==> src/rtl/orbit_position_engine_if.sv <==
// Bundle between the tick/frame timing source, the orbit position engine and
// the planet renderer.
// Handshake: tick_* and frame_start are single-cycle pulses sampled on every
// rising clock edge (no ready); the engine answers a frame_start seen while
// idle with a single-cycle pos_valid pulse, in the same cycle the six
// coordinates change. busy is high while a frame update is in flight; a
// frame_start that arrives while busy is dropped.
// dbg_state mirrors the engine FSM state for debug and checkers.
interface orbit_position_engine_if #(
    parameter int COORD_W = 12
);
    logic               tick_mercur;
    logic               tick_venus;
    logic               tick_earth;
    logic               frame_start;
    logic [COORD_W-1:0] mercur_x;
    logic [COORD_W-1:0] mercur_y;
    logic [COORD_W-1:0] venus_x;
    logic [COORD_W-1:0] venus_y;
    logic [COORD_W-1:0] earth_x;
    logic [COORD_W-1:0] earth_y;
    logic               pos_valid;
    logic               busy;
    logic [2:0]         dbg_state;

    modport master (
        output tick_mercur, tick_venus, tick_earth, frame_start,
        input  mercur_x, mercur_y, venus_x, venus_y, earth_x, earth_y,
        input  pos_valid, busy, dbg_state
    );

    modport slave (
        input  tick_mercur, tick_venus, tick_earth, frame_start,
        output mercur_x, mercur_y, venus_x, venus_y, earth_x, earth_y,
        output pos_valid, busy, dbg_state
    );
endinterface

==> src/rtl/orbit_position_engine.sv <==
// Orbit position engine: keeps one orbit phase per planet and, once per video
// frame, turns the three phases into screen coordinates through one shared
// sine ROM, then publishes all three positions in a single edge.
// Optional feature macro: ORBIT_PAUSE_EN adds a `pause` input that freezes
// the phases (frame updates keep running).
module orbit_position_engine #(
    parameter int ANGLE_W  = 8,
    parameter int COORD_W  = 12,
    parameter int CX       = 960,
    parameter int CY       = 540,
    parameter int R_MERCUR = 120,
    parameter int R_VENUS  = 220,
    parameter int R_EARTH  = 320
) (
    input  logic clk1485,
    input  logic rst_n,
`ifdef ORBIT_PAUSE_EN
    input  logic pause,
`endif
    orbit_position_engine_if.slave bus
);
    localparam logic [2:0] S_IDLE   = 3'd0;
    localparam logic [2:0] S_RD_COS = 3'd1;
    localparam logic [2:0] S_RD_SIN = 3'd2;
    localparam logic [2:0] S_CALC   = 3'd3;
    localparam logic [2:0] S_COMMIT = 3'd4;

    // First quadrant of round(127*sin(2*pi*k/256)), k = 0..64; the other
    // three quadrants come from mirroring the index and negating.
    localparam int QTAB [0:64] = '{
          0,   3,   6,   9,  12,  16,  19,  22,  25,  28,  31,  34,  37,
         40,  43,  46,  49,  51,  54,  57,  60,  63,  65,  68,  71,  73,
         76,  78,  81,  83,  85,  88,  90,  92,  94,  96,  98, 100, 102,
        104, 106, 107, 109, 111, 112, 113, 115, 116, 117, 118, 120, 121,
        122, 122, 123, 124, 125, 125, 126, 126, 126, 127, 127, 127, 127
    };

    logic [2:0]         r_state;
    logic [1:0]         r_p;
    logic [ANGLE_W-1:0] r_phase [0:2];
    logic [ANGLE_W-1:0] r_snap  [0:2];
    logic signed [7:0]  r_rom_q;
    logic signed [7:0]  r_cos;
    logic [COORD_W-1:0] r_sh_x  [0:2];
    logic [COORD_W-1:0] r_sh_y  [0:2];
    logic [COORD_W-1:0] r_out_x [0:2];
    logic [COORD_W-1:0] r_out_y [0:2];
    logic               r_pos_valid;

    logic [2:0]          w_tick;
    logic [ANGLE_W-1:0]  w_addr;
    logic [6:0]          w_qidx;
    logic [6:0]          w_mag;
    logic signed [7:0]   w_sin;
    logic signed [16:0]  w_rad;
    logic signed [16:0]  w_cos_ext;
    logic signed [16:0]  w_sin_ext;
    logic signed [16:0]  w_prod_x;
    logic signed [16:0]  w_prod_y;
    logic signed [16:0]  w_dx;
    logic signed [16:0]  w_dy;
    logic [COORD_W-1:0]  w_x;
    logic [COORD_W-1:0]  w_y;

`ifdef ORBIT_PAUSE_EN
    assign w_tick = {bus.tick_earth, bus.tick_venus, bus.tick_mercur} & {3{~pause}};
`else
    assign w_tick = {bus.tick_earth, bus.tick_venus, bus.tick_mercur};
`endif

    // Phase accumulators: every accepted tick advances its planet, busy or not.
    always_ff @(posedge clk1485 or negedge rst_n) begin
        if (!rst_n) begin
            for (int i = 0; i < 3; i++) r_phase[i] <= '0;
        end else begin
            for (int i = 0; i < 3; i++)
                if (w_tick[i]) r_phase[i] <= r_phase[i] + 1'b1;
        end
    end

    // Sine ROM address and quarter-wave decode; cos(i) is read as sin(i+64).
    always_comb begin
        w_addr = r_snap[r_p];
        if (r_state == S_RD_COS) w_addr = r_snap[r_p] + ANGLE_W'(64);
        w_qidx = w_addr[6] ? 7'd64 - {1'b0, w_addr[5:0]} : {1'b0, w_addr[5:0]};
        w_mag  = 7'(QTAB[w_qidx]);
        w_sin  = w_addr[7] ? -$signed({1'b0, w_mag}) : $signed({1'b0, w_mag});
    end

    // One-cycle registered ROM read.
    always_ff @(posedge clk1485 or negedge rst_n) begin
        if (!rst_n) r_rom_q <= '0;
        else        r_rom_q <= w_sin;
    end

    // Scale cos/sin by the current planet radius; arithmetic shift floors.
    always_comb begin
        case (r_p)
            2'd0:    w_rad = 17'(R_MERCUR);
            2'd1:    w_rad = 17'(R_VENUS);
            default: w_rad = 17'(R_EARTH);
        endcase
        w_cos_ext = {{9{r_cos[7]}}, r_cos};
        w_sin_ext = {{9{r_rom_q[7]}}, r_rom_q};
        w_prod_x  = w_rad * w_cos_ext;
        w_prod_y  = w_rad * w_sin_ext;
        w_dx      = w_prod_x >>> 7;
        w_dy      = w_prod_y >>> 7;
        w_x       = COORD_W'(CX) + COORD_W'(w_dx);
        w_y       = COORD_W'(CY) + COORD_W'(w_dy);
    end

    // Frame FSM: snapshot, three read/read/calc passes, then atomic commit.
    always_ff @(posedge clk1485 or negedge rst_n) begin
        if (!rst_n) begin
            r_state     <= S_IDLE;
            r_p         <= '0;
            r_cos       <= '0;
            r_pos_valid <= 1'b0;
            for (int i = 0; i < 3; i++) begin
                r_snap[i]  <= '0;
                r_sh_x[i]  <= COORD_W'(CX);
                r_sh_y[i]  <= COORD_W'(CY);
                r_out_x[i] <= COORD_W'(CX);
                r_out_y[i] <= COORD_W'(CY);
            end
        end else begin
            r_pos_valid <= 1'b0;
            case (r_state)
                S_IDLE: begin
                    if (bus.frame_start) begin
                        for (int i = 0; i < 3; i++) r_snap[i] <= r_phase[i];
                        r_p     <= '0;
                        r_state <= S_RD_COS;
                    end
                end
                S_RD_COS: r_state <= S_RD_SIN;
                S_RD_SIN: begin
                    r_cos   <= r_rom_q;
                    r_state <= S_CALC;
                end
                S_CALC: begin
                    r_sh_x[r_p] <= w_x;
                    r_sh_y[r_p] <= w_y;
                    if (r_p == 2'd2) begin
                        r_state <= S_COMMIT;
                    end else begin
                        r_p     <= r_p + 2'd1;
                        r_state <= S_RD_COS;
                    end
                end
                S_COMMIT: begin
                    for (int i = 0; i < 3; i++) begin
                        r_out_x[i] <= r_sh_x[i];
                        r_out_y[i] <= r_sh_y[i];
                    end
                    r_pos_valid <= 1'b1;
                    r_state     <= S_IDLE;
                end
                default: r_state <= S_IDLE;
            endcase
        end
    end

    assign bus.mercur_x  = r_out_x[0];
    assign bus.mercur_y  = r_out_y[0];
    assign bus.venus_x   = r_out_x[1];
    assign bus.venus_y   = r_out_y[1];
    assign bus.earth_x   = r_out_x[2];
    assign bus.earth_y   = r_out_y[2];
    assign bus.pos_valid = r_pos_valid;
    assign bus.busy      = (r_state != S_IDLE);
    assign bus.dbg_state = r_state;
endmodule

==> src/flat_wrapper.sv <==
// flat-port wrapper written by rule: the top's interface ports become plain ports
module orbit_position_engine_flat 
#(
    parameter int ANGLE_W  = 8,
    parameter int COORD_W  = 12,
    parameter int CX       = 960,
    parameter int CY       = 540,
    parameter int R_MERCUR = 120,
    parameter int R_VENUS  = 220,
    parameter int R_EARTH  = 320
)
  (clk1485, rst_n, bus_tick_mercur, bus_tick_venus, bus_tick_earth, bus_frame_start, bus_mercur_x, bus_mercur_y, bus_venus_x, bus_venus_y, bus_earth_x, bus_earth_y, bus_pos_valid, bus_busy, bus_dbg_state);
  orbit_position_engine_if #(.COORD_W(COORD_W)) bus_i ();
  input  logic clk1485;
  input  logic rst_n;
  input wire logic [$bits(bus_i.tick_mercur)-1:0] bus_tick_mercur;
  input wire logic [$bits(bus_i.tick_venus)-1:0] bus_tick_venus;
  input wire logic [$bits(bus_i.tick_earth)-1:0] bus_tick_earth;
  input wire logic [$bits(bus_i.frame_start)-1:0] bus_frame_start;
  output wire logic [$bits(bus_i.mercur_x)-1:0] bus_mercur_x;
  output wire logic [$bits(bus_i.mercur_y)-1:0] bus_mercur_y;
  output wire logic [$bits(bus_i.venus_x)-1:0] bus_venus_x;
  output wire logic [$bits(bus_i.venus_y)-1:0] bus_venus_y;
  output wire logic [$bits(bus_i.earth_x)-1:0] bus_earth_x;
  output wire logic [$bits(bus_i.earth_y)-1:0] bus_earth_y;
  output wire logic [$bits(bus_i.pos_valid)-1:0] bus_pos_valid;
  output wire logic [$bits(bus_i.busy)-1:0] bus_busy;
  output wire logic [$bits(bus_i.dbg_state)-1:0] bus_dbg_state;
  assign bus_i.tick_mercur = bus_tick_mercur;
  assign bus_i.tick_venus = bus_tick_venus;
  assign bus_i.tick_earth = bus_tick_earth;
  assign bus_i.frame_start = bus_frame_start;
  assign bus_mercur_x = bus_i.mercur_x;
  assign bus_mercur_y = bus_i.mercur_y;
  assign bus_venus_x = bus_i.venus_x;
  assign bus_venus_y = bus_i.venus_y;
  assign bus_earth_x = bus_i.earth_x;
  assign bus_earth_y = bus_i.earth_y;
  assign bus_pos_valid = bus_i.pos_valid;
  assign bus_busy = bus_i.busy;
  assign bus_dbg_state = bus_i.dbg_state;
  orbit_position_engine #(.ANGLE_W(ANGLE_W), .COORD_W(COORD_W), .CX(CX), .CY(CY), .R_MERCUR(R_MERCUR), .R_VENUS(R_VENUS), .R_EARTH(R_EARTH)) u_core (.clk1485(clk1485), .rst_n(rst_n), .bus(bus_i));
endmodule
==> config.mk <==
export PLATFORM = sky130hd
export DESIGN_NAME = orbit_position_engine_flat
export DESIGN_NICKNAME = d
export VERILOG_FILES = /design/src/rtl/orbit_position_engine_if.sv /design/src/rtl/orbit_position_engine.sv /design/src/flat_wrapper.sv
export SDC_FILE = /design/constraint.sdc
export NUM_CORES = 1
export LEC_CHECK = 0
export BUFFER_PORTS_ARGS = -buffer_cell sky130_fd_sc_hd__buf_2
export CAP_MARGIN = 20
export CORE_MARGIN = 5
export CORE_UTILIZATION = 57
export CTS_BUF_LIST = sky130_fd_sc_hd__clkbuf_2 sky130_fd_sc_hd__clkbuf_4 sky130_fd_sc_hd__clkbuf_8
export DETAILED_ROUTE_END_ITERATION = 12
export PLACE_DENSITY = 0.79
export SLEW_MARGIN = 20
export SYNTH_ARGS = -nofsm -noshare
export SYNTH_HDL_FRONTEND = slang
export SYNTH_SLANG_ARGS = --single-unit
==> constraint.sdc <==
create_clock -name clk1485 -period 5.2 [get_ports clk1485]
set_input_delay 0.26 -clock clk1485 [delete_from_list [all_inputs] [get_ports clk1485]]
set_output_delay 0.26 -clock clk1485 [all_outputs]
set_load 0.1 [all_outputs]
Word-level counts from Yosys, hierarchy flattened --
Memories as Yosys holds them, arrays and structs flattened. Cells that the tools add are included.
Storage, ports and cells: register bits after elaboration 214, ROM bits 4096, input port bits 6, output and inout bits 77, memories 1
Memories:
- (no name shown) | depth 128, width 32, rd ports 1, clocked after memory_dff 0, write ports 0, line orbit_position_engine.sv:86 | w_mag = 7'(QTAB[w_qidx]);
Operators by class: $add $sub $neg 9, multipliers 2, order comparisons 3, equal/unequal tests 8, mux-type cells 20, bitwise operators 2, reduce and logical (&&, ||, !) cells 7
Operators with widths (number):
- 36-bit bitwise mux | 2
- 10-bit by 8-bit multiplier with 17-bit output | 2
- 8-bit two-way mux | 4
- 11-bit by 10-bit adder with 12-bit output, first input constant | 2
- 8-bit by 1-bit adder with 8-bit output, second input constant | 3
- 12-bit demux with 2-bit select | 1
- 7-bit two-way mux | 3
- 9-bit one-hot mux with 2 select lines | 1
- 8-bit binary-select mux with 2-bit select | 1
- 12-bit two-way mux | 1
- 3-bit one-hot mux with 4 select lines | 1
- 8-bit by 7-bit adder with 8-bit output, second input constant | 1
- 8-bit >= comparator, second input constant | 1
- 7-bit negator with 8-bit output | 1
- 7-bit NOT with 8-bit output | 1
- 7-bit by 6-bit subtractor with 7-bit output, first input constant | 1
- 3-bit by 2-bit equality test with 1-bit output, second input constant | 2
- 3-bit two-way mux | 2
- 2-bit two-way mux | 2
- 2-bit != test, second input constant | 2
- 2-bit one-hot mux with 2 select lines | 1
- 3-bit by 1-bit equality test with 1-bit output, second input constant | 1
- 3-bit equality test, second input constant | 1
- 3-bit >= comparator, second input constant | 1
- 13 further kinds | 13

Depth between registers and ports, before layout --
Gate-level depths: netlist of the first run.
depth in word-level cells 14, depth in mapped cells 27, depth with buffers taken out 24

Worst setup path before layout of the first run --
OpenSTA, ideal clock, no wires.
path type register to register, start point reg u_core.r_p[1], end point reg u_core.r_sh_x[21] in the netlist's numbering, setup time 0.091 ns, arrival time 5.521 ns, data required time 5.109 ns, path slack -0.413 ns, stages on the path, launching flop included 23, buffers on the path 3, clock period less this slack 5.613 ns, path through dfrtp_1 -> buf_2 -> inv_1 -> buf_2 -> ha_1 -> clkbuf_1 -> nand2_1 -> fa_1 -> fa_1 -> fa_1 -> fa_1 -> inv_1 -> ha_1 -> nor2b_1 -> o21ai_0 -> a21oi_1 -> o21ai_0 -> a21oi_1 -> o21a_1 -> or4_1 -> and3_1 -> xnor2_1 -> o21ai_0
On the way: cells in the longest elaborated chain, start to end 6, elaborated cells between the ends (all ways) 12
Ends and longest elaborated chain:
- start: declaration | line orbit_position_engine.sv:39 | logic [1:0] r_p;
- start signal: assignment | line orbit_position_engine.sv:148 | r_p <= r_p + 2'd1;
- branches (longest 5 deep; another with 10-bit by 8-bit multiplier with 17-bit output)
- 36-bit bitwise mux (*) | line orbit_position_engine.sv:143 | r_sh_x[r_p] <= w_x;
- end signal: indexed assignment | line orbit_position_engine.sv:122 | r_sh_x[i] <= COORD_W'(CX);
- end signal: indexed assignment | line orbit_position_engine.sv:143
- end: declaration | line orbit_position_engine.sv:44 | logic [COORD_W-1:0] r_sh_x [0:2];
Mark *: on every way between the ends. A chain may end at the register's enable or synchronous reset.

Worst setup path in the final report of the first run --
start point reg u_core.r_p[1], end point reg u_core.r_sh_y[29] in the netlist's numbering
On the way: cells in the longest elaborated chain, start to end 6, elaborated cells between the ends (all ways) 12
Ends and longest elaborated chain:
- branches (longest 5 deep; another with 10-bit by 8-bit multiplier with 17-bit output)
- 36-bit bitwise mux (*) | line orbit_position_engine.sv:144 | r_sh_y[r_p] <= w_y;
- end signal: indexed assignment | line orbit_position_engine.sv:123 | r_sh_y[i] <= COORD_W'(CY);
- end signal: indexed assignment | line orbit_position_engine.sv:144
- end: declaration | line orbit_position_engine.sv:45 | logic [COORD_W-1:0] r_sh_y [0:2];
Marks and branches as above.

==> flow_summary.toml, run 1 <==
[job]
drv_cap = 0

[worst_setup_path]
worst_r2r_endpoint = "u_core.r_sh_y[29]"
path_class = "register to register"
critPathArrivalTime_ns = 5.44
rr_startpoint = "u_core.r_p[1]"
critPathLaunchType = "register"
critPathCaptureType = "register"
r2r_setup_slack_ns = 0.18
reg2regPathDepth = 21
cp_max_fo = 8
required_ns = 5.62

[detailed_routing]
drtIter0Drc = 327
drc = 0
drt_wl_total_mm = 25.68
vias = 8868
wire_per_inst_um = 16.13
dr.pass1.iters = 5
avgViaCountPerCell = 5.570
ant_nets = 0

[timing]
final.setup.tns_ns = 0
fmax_mhz = 199.1
drv_slew = 0
period_share_pct = 96.57
hold_viol = 0
slew_headroom_pct = 39.39
skew_ns = 0.05342
fin_hold_ws_ns = 0.1650
rsz0062_at_grt = "true"
final.min_clock_period_ns = 5.022
worstMarginPinSlew_ns = 0.9026
setup_viol = 0

[cts]
clk_latency_ns = 0.53
root_buffer = "clkbuf_8"
htreeDepth = 2
cts_num_sinks = 202
cts_tree = "done"
cts_inserted_buffers = 34
clock_path_buffers = 3
cts.clk_slew.worst_paths_ns = 0.06

[logic_synthesis]
yosys_warnings = 0
synth-xor-area-share_pct = 4.415
netlist_instances = 1184
ys_types = 77
synth-seq-area-share_pct = 40.28
synth_compound_area_share_pct = 10.38
synth-simple-area-share_pct = 11.22
synthMuxAreaShare_pct = 10.37
ys_ff_latch = 202
synth_top_family_by_area = "adder cells"
yosys.area_share.adder_pct = 18.31
syn_avg_cell_area_um2 = 10.72
synth-edff-count = 0
async_flop_share_pct = 100.0
synth_area_um2 = 12700
synthFlopType = "dfrtp_1"

[die]
die_h_um = 159.3
die-area_um2 = 25360
fp-row-count = 54
core_um2 = 21890
ios = 83
initial_core_util_pct = 58.00
die_w_um = 159.3

[cells_and_area]
fin_cells = 1592
nets = 1443
syn2layout_area_growth_pct = 14.04
antenna_cells = 0
layout-drive-gt1-share_pct = 29.80
fill_cells = 1664

[placement]
place.gp.congestion = 0.9035
io_buffers = 76
placedCellCount = 1522
dp_hpwl_mm = 18.71

[min_path]
min_path_cells = 4
min_to = "u_core.bus.dbg_state[0]"
hold_path.class = "primary input to register"
min_from = "bus_frame_start"

[global_routing]
grt-ovfl-total = 0
antenna_found_initial = 0
grt_util_all_layers_pct = 20.33
grt_pass1_wl_mm = 44.20
grt_start_max_net_pins = 79
grt_pass1_vias = 9115

[status]
outcome = "finished, final reports clean"
-- placed cells by master (no fill, tap or decap), types with 8 or more instances in the layout --
cell type and instances:
ha_1 87, xor2_1 18, nand2_1 117, a21o_1 10, o21ai_0 70, xnor2_1 39
fa_1 54, o21ai_1 16, inv_1 98, nor2b_1 17, nor2_1 28, clkbuf_4 15
and2_1 46, mux2i_1 10, dfstp_2 48, nand3_1 17, clkbuf_8 40, mux2_2 108
dfrtp_1 153, buf_4 35, a21oi_1 29, nor3_1 8, nand4_1 12, buf_2 75
-- synthesized netlist by cell type (5+ instances only) --
library cell / count / share of area [%]
a21o_1: 10 / 0.59
o211ai_1: 5 / 0.30
buf_4: 8 / 0.47
o21ai_0: 87 / 3.4
inv_1: 101 / 3.0
fa_1: 58 / 9.1
nand2_1: 117 / 3.5
a21oi_1: 35 / 1.4
and3_1: 9 / 0.44
nor2b_1: 19 / 0.94
ha_1: 93 / 9.2
a31oi_1: 5 / 0.25
nor3_1: 8 / 0.32
clkbuf_1: 37 / 1.1
o31ai_1: 5 / 0.30
buf_2: 6 / 0.24
dfrtp_1: 154 / 30
and2_1: 46 / 2.3
mux2i_1: 10 / 0.79
xor2_1: 20 / 1.4
xnor2_1: 44 / 3.0
nor2_1: 29 / 0.86
mux2_2: 108 / 9.6
nand3_1: 18 / 0.71
dfstp_2: 48 / 9.9
nand4_1: 12 / 0.59
nand2b_1: 7 / 0.34
-- worst max-delay path, cell delays in order, from the launching register on --
cell	delay [ns]
dfrtp_1	0.37
inv_2	0.08
ha_4	0.19
buf_4	0.16
and2_1	0.16
fa_1	0.48
inv_1	0.06
fa_1	0.49
inv_1	0.04
ha_1	0.27
inv_1	0.05
fa_1	0.52
inv_1	0.06
ha_1	0.29
a31o_2	0.24
a21o_1	0.21
a21oi_2	0.18
o21ai_0	0.13
xor2_1	0.18
o31a_1	0.28
or2_2	0.35
o21ai_0	0.16
-- metal layers --
metal	routed length [um]	track usage (%)	vias up
li1	-	-	4226
met4	566	6.126	0
met1	11490	27.20	4395
met3	1102	3.495	55
met5	0	0	-
met2	12510	34.19	192
-- timing repair --
action                                  CTS  global route
endpoints found under the setup margin    7            24
hold buffers                              4             0
pin swaps                                 0            25
gates resized for setup                   1            35
hold endpoints to repair                 69             0
setup buffers                             0             4
-- registers in the layout (all words and copies together), names as in the netlist --
register / cells
u_core.bus.dbg_state: 3
u_core.bus.pos_valid: 1
u_core.bus.mercur_y: 11
u_core.r_phase: 24
u_core.bus.venus_y: 11
u_core.r_rom_q: 8
u_core.r_cos: 8
u_core.bus.earth_x: 11
u_core.bus.earth_y: 11
u_core.r_p: 2
u_core.r_snap: 24
u_core.bus.venus_x: 11
u_core.bus.mercur_x: 11
u_core.r_sh_x: 33
u_core.r_sh_y: 33
-- cells by family (layout without fill, tap and decap cells) --
| logic type | after synthesis | in the layout |
|---|---|---|
| fa+ha+maj | 151 | 151 |
| mux | 118 | 118 |
| flops | 202 | 202 |
| buf+inv | 157 | 280 |
| xor+xnor | 64 | 64 |
| other cells | 1 | 6 |
| compound gates | 205 | 205 |
| simple gates | 286 | 286 |
-- final cells by class --
cell class,instances,area (um^2),share of cell area [%]
inverters,102,382.9,2.644
multi-input cells,830,7202,49.74
well taps,280,350.3,2.419
clock buffers,54,649.4,4.485
repair buffers,116,703.2,4.856
clock inverters,8,76.32,0.5271
flip-flops and latches,202,5116,35.33
-- how the worst max path moves through the flow --
stage,start,cells after the start,slack [ns],to
final,u_core.r_p[1],21,0.18,u_core.r_sh_y[29]
after detailed placement,u_core.r_p[1],21,-0.12,u_core.r_sh_x[9]
after global routing,u_core.r_p[1],22,-0.03,u_core.r_sh_y[20]
after CTS,u_core.r_p[1],21,0.01,u_core.r_sh_x[9]
after global placement,u_core.r_p[1],20,0.08,u_core.r_sh_x[21]
after floorplan,u_core.r_p[1],26,-0.004,u_core.r_sh_y[20]
-- metrics by stage --
| stage | instance area, um^2 | setup slack (ns) | utilization (%) |
|---|---|---|---|
| after CTS | 14310 | 0.01329 | 65.37 |
| after global routing | 14480 | -0.03483 | 66.15 |
| final | 14480 | 0.1783 | 66.15 |
| after floorplan | 12840 | -0.004223 | - |
| after detailed placement | 13540 | -0.1223 | 61.86 |
| after global placement | 13540 | 0.07505 | 61.84 |
Power of run 1 is not shown: default switching activity piles up to over one toggle a cycle in this logic, so the estimate is an artifact.
==> run 2, diff against run 1 <==
Settings changed: PLACE_DENSITY 0.79 to 0.86.
==> run 2 against run 1 <==
  * Non-clock buffer count is 1 lower
  * Utilization grew 0.55 points
  * Critical path depth unchanged
  * Count of clock-buffer cells in the layout is 1 lower
  * Clock skew decreased by 0.026 ns
  * Setup slack got worse by 0.017 ns
  * Global-route usage grew 0.62 points
  * First-iteration DRC count rose by 50%
  * Die area unchanged
  * Design area up 0.84%
  * Worst hold slack better by 0.014 ns
  * Critical endpoint is now u_core.r_sh_x[33]
  * Highest routed layer unchanged
==> flow_summary.toml, run 2 (synthesis gave the netlist of run 1 again) <==
[status]
outcome = "finished, final reports clean"

[cells_and_area]
antenna_cells = 0
final_area_um2 = 14600
fill_cells = 1510
top_regs = "u_core.r_sh_x (33), u_core.r_sh_y (33)"
final_core_util_pct = 66.70
layout_common_cells = "153 x dfrtp_1, 116 x nand2_1, 108 x mux2_2, 92 x inv_1, 84 x ha_1"
fin_cells = 1588
nets = 1442
syn2layout_area_growth_pct = 15.00
final_common_cell = "dfrtp_1"
layout-drive-gt1-share_pct = 31.27

[cts]
clk_latency_ns = 0.53
cts_tree = "done"
cts_inserted_buffers = 34
cts_num_sinks = 202
root_buffer = "clkbuf_8"
htreeDepth = 2
clock_path_buffers = 3
cts.clk_slew.worst_paths_ns = 0.06

[timing]
drv_slew = 0
skew_ns = 0.02767
fmax_mhz = 198.5
final.min_clock_period_ns = 5.038
slew_headroom_pct = 30.62
worstMarginPinSlew_ns = 1.033
period_share_pct = 96.89
setup_viol = 0
fin_ws_ns = 0.1617
hold_viol = 0

[detailed_routing]
wire_per_inst_um = 17.38
drt_wl_total_mm = 27.60
drtIter0Drc = 490
dr.pass1.iters = 5
ant_nets = 0
drc = 0
avgViaCountPerCell = 5.681
vias = 9021

[placement]
dp_hpwl_mm = 19.13
placedCellCount = 1519
place_ws_ns = -0.1484
io_buffers = 76
place.gp.congestion = 0.8765
placed_area_um2 = 13520

[die]
die_h_um = 159.3
core_um2 = 21890
die_w_um = 159.3
die-area_um2 = 25360
ios = 83
fp-row-count = 54
initial_core_util_pct = 58.00

[worst_setup_path]
worst_r2r_endpoint = "u_core.r_sh_x[33]"
cp_max_fo = 7
critPathArrivalTime_ns = 5.49
rr_startpoint = "u_core.r_p[1]"
path_class = "register to register"
required_ns = 5.65
cp_slowest_cell = "fa_1"
critPathLaunchType = "register"
r2r_setup_slack_ns = 0.16
critPathCaptureType = "register"
reg2regPathDepth = 21
max_stage_delay_ns = 0.53
path_common_cell = "fa_1"
crit_chain = "inv_2 -> ha_4 -> buf_6 -> and2_1 -> fa_2 -> fa_1 -> inv_1 -> fa_1 -> fa_1 -> inv_2 -> ha_4 -> nor2b_2 -> o21ai_2 -> a21oi_2 -> o21ai_2 -> a21oi_2 -> o21a_1 -> or4_1 -> and3_4 -> xnor2_4 -> o21ai_1"

[global_routing]
grt_start_max_net_pins = 117
antenna_found_initial = 0
grt-ovfl-total = 0
grt_util_all_layers_pct = 20.94
grt_pass1_wl_mm = 45.26
grt_pass1_vias = 9285

[job]
drv_cap = 0

[min_path]
min_to = "u_core.bus.dbg_state[0]"
hold_path.class = "primary input to register"
min_from = "bus_frame_start"
min_path_cells = 4
## run 2: final cells by class
| cell class | instances | area (um^2) | area share (%) |
|---|---|---|---|
| well taps | 280 | 350.3 | 2.399 |
| clock buffers | 53 | 679.4 | 4.653 |
| repair buffers | 115 | 703.2 | 4.816 |
| flip-flops and latches | 202 | 5116 | 35.04 |
| inverters | 102 | 382.9 | 2.622 |
| multi-input cells | 830 | 7302 | 50.01 |
| clock inverters | 6 | 67.56 | 0.4627 |
## run 2: timing repair
action	CTS	global route
pin swaps	7	49
setup endpoints to repair	16	26
buffers inserted	0	6
hold endpoints to repair	77	0
gates resized for setup	6	54
hold buffers	4	0
## run 2: metal layers
layer | vias to the layer above | wire length [um] | global-route usage [%]
li1 | 4216 | - | -
met4 | 0 | 532 | 6.049
met2 | 267 | 13950 | 35.61
met5 | - | 0 | 0
met3 | 47 | 1451 | 4.168
met1 | 4491 | 11660 | 27.40
## run 2: how the worst max path moves through the flow
stage,startpoint,end,slack (ns)
after floorplan,u_core.r_p[1],u_core.r_sh_y[20],-0.004
after global placement,u_core.r_p[1],u_core.r_sh_x[33],0.08
after detailed placement,u_core.r_p[1],u_core.r_sh_x[10],-0.15
after CTS,u_core.r_p[0],u_core.r_sh_x[10],0.01
after global routing,u_core.r_p[1],u_core.r_sh_x[21],-0.11
final,u_core.r_p[1],u_core.r_sh_x[33],0.16
## run 2: worst max-delay path: cells and delay by family (launching register included)
family	cells	cell delay (ns)
fa+ha+maj	6	2.27
buf+inv	4	0.32
simple gates	4	1.00
compound gates	6	0.86
xor+xnor	1	0.14
flops	1	0.37
## run 2: per-stage QoR
stage / setup TNS, ns / hold WS [ns]
5_1_grt: -0.9583 / 0.1997
4_1_cts: 0 / 0.1452
3_5_place_dp: -0.7127 / 0.4466
2_1_floorplan: -0.008446 / -0.03559
6_report: 0 / 0.1788
3_3_place_gp: 0 / 0.4430
Power of run 2 is left out for the same reason.
